File: config.mk
export PLATFORM = sky130hd
export DESIGN_NAME = mul_div_core
export DESIGN_NICKNAME = d
export VERILOG_FILES = /design/src/rtl/mul_div_pkg.sv /design/src/rtl/mul_div_core_seq_divider.sv /design/src/rtl/mul_div_core.sv
export SDC_FILE = /design/constraint.sdc
export NUM_CORES = 2
export LEC_CHECK = 0
export BUFFER_PORTS_ARGS = -buffer_cell sky130_fd_sc_hd__buf_4
export CAP_MARGIN = 20
export CORE_ASPECT_RATIO = 0.75
export CORE_UTILIZATION = 60
export DETAILED_ROUTE_END_ITERATION = 6
export PLACE_DENSITY = 0.78
export SLEW_MARGIN = 30
export SYNTH_ARGS = -nofsm -noshare
export SYNTH_HDL_FRONTEND = slang
export SYNTH_HIERARCHICAL = 1
export SYNTH_SLANG_ARGS = --single-unit
File: constraint.sdc
create_clock -name Clk -period 9.1 [get_ports Clk]
set_input_delay 0.91 -clock Clk [delete_from_list [all_inputs] [get_ports Clk]]
set_output_delay 0.91 -clock Clk [all_outputs]
set_load 0.05 [all_outputs]
File: src/rtl/mul_div_pkg.sv
// Shared definitions for the MIPS multiply/divide unit: data width,
// operation latencies, FSM state encoding and WriteEnable bit positions.
package mul_div_pkg;

  localparam int unsigned DATA_W          = 32;
  localparam int unsigned MUL_LATENCY_DEF = 4;
  // 1 setup + 32 iterations + 1 sign-fix.
  localparam int unsigned DIV_LATENCY     = 34;
  localparam int unsigned DIV_ITERS       = DIV_LATENCY - 2;

  localparam int unsigned WE_HI = 1;
  localparam int unsigned WE_LO = 0;

  typedef enum logic [2:0] {
    IDLE,
    MUL,
    DIV_SETUP,
    DIV_ITER,
    DIV_FIX
  } state_t;

  // Two's-complement negate when en is set, pass-through otherwise.
  function automatic logic [DATA_W-1:0] cond_neg(input logic [DATA_W-1:0] v,
                                                 input logic              en);
    return en ? DATA_W'(-v) : v;
  endfunction

endpackage

File: src/rtl/mul_div_core_seq_divider.sv
// Unsigned radix-2 restoring divider, one quotient bit per step.
// Ports:
//   Clk, Clr           clock, async active-high clear
//   load               capture dividend/divisor, clear partial remainder
//   step               perform one shift-subtract iteration
//   dividend, divisor  unsigned operands (sampled on load)
//   quotient           quotient after DATA_W steps
//   remainder          remainder after DATA_W steps
module seq_divider
  import mul_div_pkg::*;
(
  input  logic              Clk,
  input  logic              Clr,
  input  logic              load,
  input  logic              step,
  input  logic [DATA_W-1:0] dividend,
  input  logic [DATA_W-1:0] divisor,
  output logic [DATA_W-1:0] quotient,
  output logic [DATA_W-1:0] remainder
);

  logic [DATA_W-1:0] dvs_q;
  logic [DATA_W:0]   shifted;
  logic              fits;
  logic [DATA_W-1:0] diff;

  // 33-bit partial remainder: previous remainder with the next dividend bit
  // shifted in. The quotient register doubles as the dividend shift source.
  assign shifted = {remainder, quotient[DATA_W-1]};
  assign fits    = (shifted >= {1'b0, dvs_q});
  // Remainder is always below the divisor, so the difference fits DATA_W bits.
  assign diff    = DATA_W'(shifted - {1'b0, dvs_q});

  always_ff @(posedge Clk or posedge Clr) begin
    if (Clr) begin
      quotient  <= '0;
      remainder <= '0;
      dvs_q     <= '0;
    end else if (load) begin
      quotient  <= dividend;
      remainder <= '0;
      dvs_q     <= divisor;
    end else if (step) begin
      quotient  <= {quotient[DATA_W-2:0], fits};
      remainder <= fits ? diff : shifted[DATA_W-1:0];
    end
  end

endmodule

File: src/rtl/mul_div_core.sv
// MIPS execute-stage multiply/divide unit owning the HI/LO registers.
// Multiply takes MUL_LATENCY cycles, divide takes DIV_LATENCY cycles;
// HI/LO update only on the edge where Busy falls.
// Ports:
//   Clk, Clr      clock, async active-high reset
//   A, B          operands; A is also the MTHI/MTLO data
//   start         launch operation (ignored while Busy)
//   op_div        1 = divide, 0 = multiply
//   sign          1 = signed, 0 = unsigned
//   WriteEnable   [WE_HI] write HI from A, [WE_LO] write LO from A (idle only)
//   HI, LO        architectural result registers
//   Busy          operation in flight
module mul_div_core
  import mul_div_pkg::*;
#(
  parameter int unsigned MUL_LATENCY = MUL_LATENCY_DEF
) (
  input  logic              Clk,
  input  logic              Clr,
  input  logic [DATA_W-1:0] A,
  input  logic [DATA_W-1:0] B,
  input  logic              start,
  input  logic              op_div,
  input  logic              sign,
  input  logic [1:0]        WriteEnable,
  output logic [DATA_W-1:0] HI,
  output logic [DATA_W-1:0] LO,
  output logic              Busy
);

  localparam int unsigned CNT_MAX = (MUL_LATENCY > DIV_ITERS) ? MUL_LATENCY : DIV_ITERS;
  localparam int unsigned CNT_W   = $clog2(CNT_MAX);
  localparam int unsigned PROD_W  = 2 * DATA_W;

  state_t state_q, state_d;

  logic [CNT_W-1:0]  cnt_q, cnt_d;
  logic [DATA_W-1:0] a_q, b_q;
  logic              sign_q;
  logic              q_neg_q, r_neg_q, zero_q;

  logic [DATA_W-1:0] hi_d, lo_d;
  logic              busy_d;
  logic              op_load, div_load, div_step;

  logic [PROD_W-1:0] mul_a, mul_b, prod;
  logic [DATA_W-1:0] div_quo, div_rem;
  logic [DATA_W-1:0] div_a, div_b;
  logic [DATA_W-1:0] q_fix, r_fix;

  // Multiply: extend both latched operands to 64 bits; the low 64 bits of the
  // product are correct for both signed and unsigned interpretations.
  assign mul_a = {{DATA_W{sign_q & a_q[DATA_W-1]}}, a_q};
  assign mul_b = {{DATA_W{sign_q & b_q[DATA_W-1]}}, b_q};
  assign prod  = mul_a * mul_b;

  // Divide: the iterative datapath only sees magnitudes.
  assign div_a = cond_neg(a_q, sign_q & a_q[DATA_W-1]);
  assign div_b = cond_neg(b_q, sign_q & b_q[DATA_W-1]);
  assign q_fix = cond_neg(div_quo, q_neg_q);
  assign r_fix = cond_neg(div_rem, r_neg_q);

  seq_divider u_div (
    .Clk       (Clk),
    .Clr       (Clr),
    .load      (div_load),
    .step      (div_step),
    .dividend  (div_a),
    .divisor   (div_b),
    .quotient  (div_quo),
    .remainder (div_rem)
  );

  // State register.
  always_ff @(posedge Clk or posedge Clr) begin
    if (Clr) state_q <= IDLE;
    else     state_q <= state_d;
  end

  // Next-state logic.
  always_comb begin
    state_d = state_q;
    case (state_q)
      IDLE:      if (start) state_d = op_div ? DIV_SETUP : MUL;
      MUL:       if (cnt_q == CNT_W'(MUL_LATENCY - 1)) state_d = IDLE;
      DIV_SETUP: state_d = DIV_ITER;
      DIV_ITER:  if (cnt_q == CNT_W'(DIV_ITERS - 1)) state_d = DIV_FIX;
      DIV_FIX:   state_d = IDLE;
      default:   state_d = IDLE;
    endcase
  end

  // Output / datapath control. HI/LO change only on MT writes or the final
  // cycle of an operation; start takes priority over a same-cycle MT write.
  always_comb begin
    hi_d     = HI;
    lo_d     = LO;
    cnt_d    = cnt_q;
    op_load  = 1'b0;
    div_load = 1'b0;
    div_step = 1'b0;
    busy_d   = (state_d != IDLE);
    case (state_q)
      IDLE: begin
        cnt_d = '0;
        if (start) begin
          op_load = 1'b1;
        end else begin
          if (WriteEnable[WE_HI]) hi_d = A;
          if (WriteEnable[WE_LO]) lo_d = A;
        end
      end
      MUL: begin
        cnt_d = cnt_q + CNT_W'(1);
        if (state_d == IDLE) begin
          hi_d = prod[PROD_W-1:DATA_W];
          lo_d = prod[DATA_W-1:0];
        end
      end
      DIV_SETUP: begin
        div_load = 1'b1;
        cnt_d    = '0;
      end
      DIV_ITER: begin
        div_step = 1'b1;
        cnt_d    = cnt_q + CNT_W'(1);
      end
      DIV_FIX: begin
        // Divide by zero returns the raw dividend in HI and all-ones in LO.
        hi_d = zero_q ? a_q : r_fix;
        lo_d = zero_q ? '1  : q_fix;
      end
      default: begin
        cnt_d = '0;
      end
    endcase
  end

  // Working registers and architectural outputs.
  always_ff @(posedge Clk or posedge Clr) begin
    if (Clr) begin
      cnt_q   <= '0;
      a_q     <= '0;
      b_q     <= '0;
      sign_q  <= 1'b0;
      q_neg_q <= 1'b0;
      r_neg_q <= 1'b0;
      zero_q  <= 1'b0;
      HI      <= '0;
      LO      <= '0;
      Busy    <= 1'b0;
    end else begin
      cnt_q <= cnt_d;
      HI    <= hi_d;
      LO    <= lo_d;
      Busy  <= busy_d;
      if (op_load) begin
        a_q    <= A;
        b_q    <= B;
        sign_q <= sign;
      end
      if (div_load) begin
        q_neg_q <= sign_q & (a_q[DATA_W-1] ^ b_q[DATA_W-1]);
        r_neg_q <= sign_q & a_q[DATA_W-1];
        zero_q  <= (b_q == '0);
      end
    end
  end

endmodule

* Word-level counts from Yosys, hierarchy flattened *
Cells that the tools add are included.

storage, ports and cells
  register bits after elaboration = 237
  input port bits = 71
  output and inout bits = 65
  word-level logic and storage cells = 74

cells by class
  $add $sub $neg = 6
  $mul = 1
  order comparisons = 1
  equality and inequality tests = 10
  muxes and demuxes = 29
  bitwise operators = 4
  reductions and logical operators = 9

operator list
  operator                                              count
  two-way mux 32 bit                                    17
  one-hot mux 32 bit (3 select lines)                   2
  negation 32 bit                                       4
  multiplier 33 x 33 -> 64 bit                          1
  greater-or-equal comparator 33 x 32 -> 1 bit          1
  zero test 32 bit                                      1
  subtractor 32 bit                                     1
  one-hot mux 3 bit (4 select lines)                    1
  one-hot mux 5 bit (2 select lines)                    1
  two-way mux 3 bit                                     3
  inequality test 2 bit (second input constant)         4
  AND reduction 4 bit                                   2
  equality test 3 x 2 -> 1 bit (second input constant)  2
  zero test 3 bit                                       2
  nonzero test 3 bit                                    2
  adder 5 x 1 -> 5 bit (second input constant)          1
  equality test 5 x 2 -> 1 bit (second input constant)  1
  equality test 5 bit (second input constant)           1
  two-way mux 1 bit                                     4
  AND 1 bit                                             3
  equality test 3 x 1 -> 1 bit (second input constant)  1
  equality test 3 bit (second input constant)           1
  two-way mux 2 bit                                     1
  nonzero test 2 bit                                    1
  other kinds (2)                                       2

* Longest topological paths before layout *
  word-level depth = 6
  mapped depth = 32
  mapped depth without buffers = 29

* By module *
The synthesis kept the hierarchy.

modules (own cells, without submodules)
  module        instances  cells an instance  area each (um^2)  sequential area each (um^2)
  mul_div_core  1          5266               47060.1           3528.4
  seq_divider   1          699                6122.1            2402.3

* Worst setup path before layout *
No wires, ideal clock.

  path type = register -> register
  from = register a_q[31]
  to = register HI[30]
  setup time = 0.126 ns
  data arrival time = 8.114 ns
  data required time = 8.974 ns
  path slack = 0.860 ns
  stages on the path, launching flop included = 31
  path buffers = 1
  clock period less this slack = 8.240 ns
  cells stage by stage = dfrtp_1 -> and2_1 -> clkbuf_1 -> nand2_1 -> inv_1 -> fa_1 -> inv_1 -> fa_1 -> inv_1 -> fa_1 -> fa_1 -> inv_1 -> fa_1 -> inv_1 -> fa_1 -> inv_1 -> fa_1 -> fa_1 -> inv_1 -> ha_1 -> a21o_1 -> a221oi_1 -> o31ai_1 -> a21oi_1 -> o21ai_0 -> a21oi_1 -> o31ai_1 -> a41o_1 -> or3_1 -> nand3_1 -> a21oi_1

between the ends
  word-level cells in the longest chain between the ends = 4

ends and longest elaborated chain
  what                                   RTL line             RTL
  from (decl)                            mul_div_core.sv:38   logic [DATA_W-1:0] a_q, b_q;
  from (signal assigned)                 mul_div_core.sv:143  a_q <= '0;
  from (signal assigned)                 mul_div_core.sv:158  a_q <= A;
  AND 1 bit                              mul_div_core.sv:53   assign mul_a = {{DATA_W{sign_q & a_q[DATA_W-1]}}, a_q};
  multiplier 33 x 33 -> 64 bit *         mul_div_core.sv:55   assign prod = mul_a * mul_b;
  two-way mux 32 bit *                   mul_div_core.sv:115  if (state_d == IDLE) begin
  one-hot mux 32 bit (3 select lines) *  mul_div_core.sv:103  case (state_q)
  to (signal assigned)                   mul_div_core.sv:154  HI <= hi_d;
  to (decl)                              mul_div_core.sv:26   output logic [DATA_W-1:0] HI,

Mark *: on every way between the ends. The rest lies on a longest branch, timed or not. The select of a mux whose other input is x is not followed.
A chain may end at the register's enable or synchronous reset.

* Worst setup path after layout *
  from = register a_q[17]
  to = register HI[31]

between the ends
  word-level cells in the longest chain between the ends = 3

ends and longest elaborated chain
  what                                 RTL line
  multiplier 33 x 33 -> 64 bit         mul_div_core.sv:55
  two-way mux 32 bit                   mul_div_core.sv:115
  one-hot mux 32 bit (3 select lines)  mul_div_core.sv:103

No other way between the ends. The select of a mux whose other input is x is not followed.

==> metrics.md <==
| Metric | Value |
|---|---|
| Status | complete, but fails checks |
| Failing checks | design-rule violations |
| Wire length per cell | 22.6 um |
| Detailed-route wire length | ~160000 um |
| Initial antenna violation count | 11 |
| Global route overflow | 0 |
| Num Clock Sinks | 237 |
| Die height | around 260 um |
| Critical path's slowest cell | dfrtp_2 |
| I/O pin count | between 100 and 150 |
| HPWL after DPL | 130000 um |
| Maximum clock rate | between 100 and 150 MHz |
| Vias in the first global route | 44100 |
| Cell taking the most area after synthesis | fa_1 |
| Initial Util | 0.606 |
| Synthesized flop and latch total | around 240 |
| Final Hold Violating Endpoints | 0 |
| Most used flip-flop cell after synthesis | dfrtp_1 |
| Worst path max stage delay | approximately 0.96 ns |
| Port buffer count | 135 |
| Total CTS buffers | 25 |
| Critical path arrival | about 9.2 ns |
| Core ar. | slightly below 90000 um^2 |
| Setup crit start kind | flip-flop |
| Cell Area, Synth | approximately 53000 um^2 |
| Worst hold slack | between 0.4 and 0.5 ns |
| Area Growth Syn to Fin | 6.44% |
| Crit-path max FO | 31 |
| Post-Syn Instances | between 5000 and 6000 |
| H-tree Lvls | 1 |
| Layout cells sized above 1 | 0.0830 |
| Worst skew pair latency | roughly 0.57 ns |
| Crit path time final | a little under 9 ns |
| Commonest cells post-synth | inv_1 (1178), fa_1 (1126), nand2_1 (955) |
| Final nets | 7359 |
| Final setup vio count | 0 |
| RR Startpoint | a_q[17] |
| Tot GR Track Use | 0.367 |
| Top cells by area, synth | fa_1 (42%), dfrtp_1 (11%), inv_1 (8.3%), nand2_1 (6.7%), ha_1 (5.9%) |
| Clock root buffer master | clkbuf_16 |
| Post-route setup slack | approximately 0.37 ns |
| GPL Wtd Cong | between 0.9 and 1 |
| Post-synth ARST share | 1.00 |
| Period utilization | 0.959 |
| FILL cells | 7226 |
| Starting DRC count in detailed routing | 4288 |
| Post-Syn Nets | about 7400 |
| ANT nets after route | 0 |
| Yosys cell types | 90 |
| Type of the worst setup path | reg2reg |
| DRC errors left | 3 |
| Worst slack at placement | 0.344 ns |
| Via count | between 40000 and 50000 |
| Final Slew Violations | 0 |
| Maxcap violations | 0 |
| Critical path required time | between 9 and 10 ns |
| Seq/Total Area, Yosys | 0.112 |
| Area share of the largest cell type after synthesis | 0.424 |
| Worst slew pin tran | around 1.0 ns |
| Count leader, synth | inv_1 |
| Largest net degree at the start of global routing | 89 |
| CP Capture Type | flip-flop |
| YS warnings | 6 |
| Clk_skew | around 0.02 ns |
| Crit path launch | a_q[17] |
| Top delay family on crit path | adder cells |
| Clock Tree Buf Depth | 3 |
| DR vias/cell | 5.93 |
| CTS tree | yes |
| Slew HR | 0.306 |
| Mapped Avg Cell Area | about 9 um^2 |
| Number of synthesized flops with an enable pin | 0 |
| CP dominant cell by count | fa_1 |
| First-pass GRT wire length | 254000 um |
| Bufs and invs on worst path | 8 |
| Worst Hold Class | in2async |
| DR pass1 iterations | 7 |
| Die Footprint | 89800 um^2 |
| Clk slew on worst S/H paths | ~0.080 ns |
| Rows | between 90 and 100 |
| Die width | approximately 350 um |
## kinds of logic after synthesis
logic type,count (synthesis),synth area share
AND/OR/NAND/NOR,1775,0.154
multiplexers,101,0.0204
flip-flops,237,0.112
AO/OA/AOI/OAI,699,0.0846
XOR/XNOR,217,0.0357
adder cells (fa/ha/maj),1377,0.483
buffers and inverters,1559,0.111
## worst register-to-register path, delay by kind of cell (launching register included)
kind	cells	cell delay (ns)
AOI/OAI and AO/OA	8	1.91
buffers and inverters	8	0.58
and+or+nand+nor	2	0.56
DFF	1	0.96
xor gates and xnor gates	1	0.19
adders and majority gates	9	4.41
## routing by layer
metal  wire [um]  vias up  GRT usage
met5           0        -          0
met1       63800    21300      0.517
met2       70700     2399      0.559
met4        8000        0      0.156
li1            -    18000          -
met3       17700      392     0.0715
## final cells by class
type	instances	area (um^2)	area share
clock inverters	11	144	0.00254
diodes	14	35.0	0.000619
repair inverters	1	5.00	0.0000884
repair buffers	298	2420	0.0427
inverters	1179	4440	0.0784
flip-flops and latches	237	5960	0.105
clock buffers	34	699	0.0124
well taps	1152	1440	0.0255
multi-input cells	4169	41500	0.732
## final timing paths
| check | to | slack (ns) | cells past startpoint |
|---|---|---|---|
| worst min register to register | HI[14] | 0.49 | 2 |
| worst max-delay path | HI[31] | 0.37 | 28 |
| worst max register to register | HI[31] | 0.37 | 28 |
| max in group asynchronous | r_neg_q | 7.28 | 3 |
| worst min-delay path | u_div/quotient[8] | 0.42 | 2 |
| min in group Clk | HI[14] | 0.49 | 2 |
## flip-flops by register name (all words and copies together) (netlist names)
| register | cells |
|---|---|
| HI | 32 |
| LO | 32 |
| a_q | 32 |
| b_q | 32 |
| u_div/dvs_q | 32 |
| u_div/quotient | 32 |
| u_div/remainder | 32 |
| cnt_q | 5 |
| state_q | 3 |
| Busy | 1 |
| q_neg_q | 1 |
| r_neg_q | 1 |
| sign_q | 1 |
| zero_q | 1 |
## per-stage QoR
stage / setup TNS (ns) / utilization / std cells / instance area (um^2)
after floorplan: 0 / - / 5965 / 53200
after global placement: 0 / 0.634 / 7028 / 55600
after detailed placement: 0 / 0.634 / 7028 / 55600
after CTS: 0 / 0.643 / 7073 / 56400
after global routing: -0.0247 / 0.645 / 7087 / 56600
final: 0 / 0.645 / 7095 / 56600
## cell usage in the layout, fill, tap and decap left out, types with 8 or more instances in the layout
cell type and n:
o21ai_1 13, xor2_1 90, inv_1 1174, fa_1 1125
a22oi_1 16, o41ai_1 12, buf_4 282, and2_1 349
o31ai_1 29, nor3_1 28, mux2i_1 41, a31oi_1 29
buf_12 14, a41oi_1 21, xnor2_1 126, or4_1 16
o21ai_0 228, nor2b_1 15, diode_2 14, nand2b_1 30
o21bai_1 8, dfrtp_1 211, nand4_1 16, a21oi_1 151
nand2_1 955, a221oi_1 17, nand3_1 26, ha_1 251
nor4_1 11, o211ai_1 9, mux2_2 60, nor2_1 233
and3_1 29, a21o_1 35, dfrtp_2 26, or3_1 15
o22ai_1 12, o21a_1 16, clkbuf_16 25, a211oi_1 30
## repair_timing
action	4_1_cts	5_1_grt
hold buffers	0	0
resized for setup	0	14
endpoints found under the setup margin	0	11
hold endpoints to repair	0	0
setup buffers	0	7
Power is left out: the tool's default activity adds up to more than one toggle a clock period on the data nets, which glitch-free logic cannot reach.
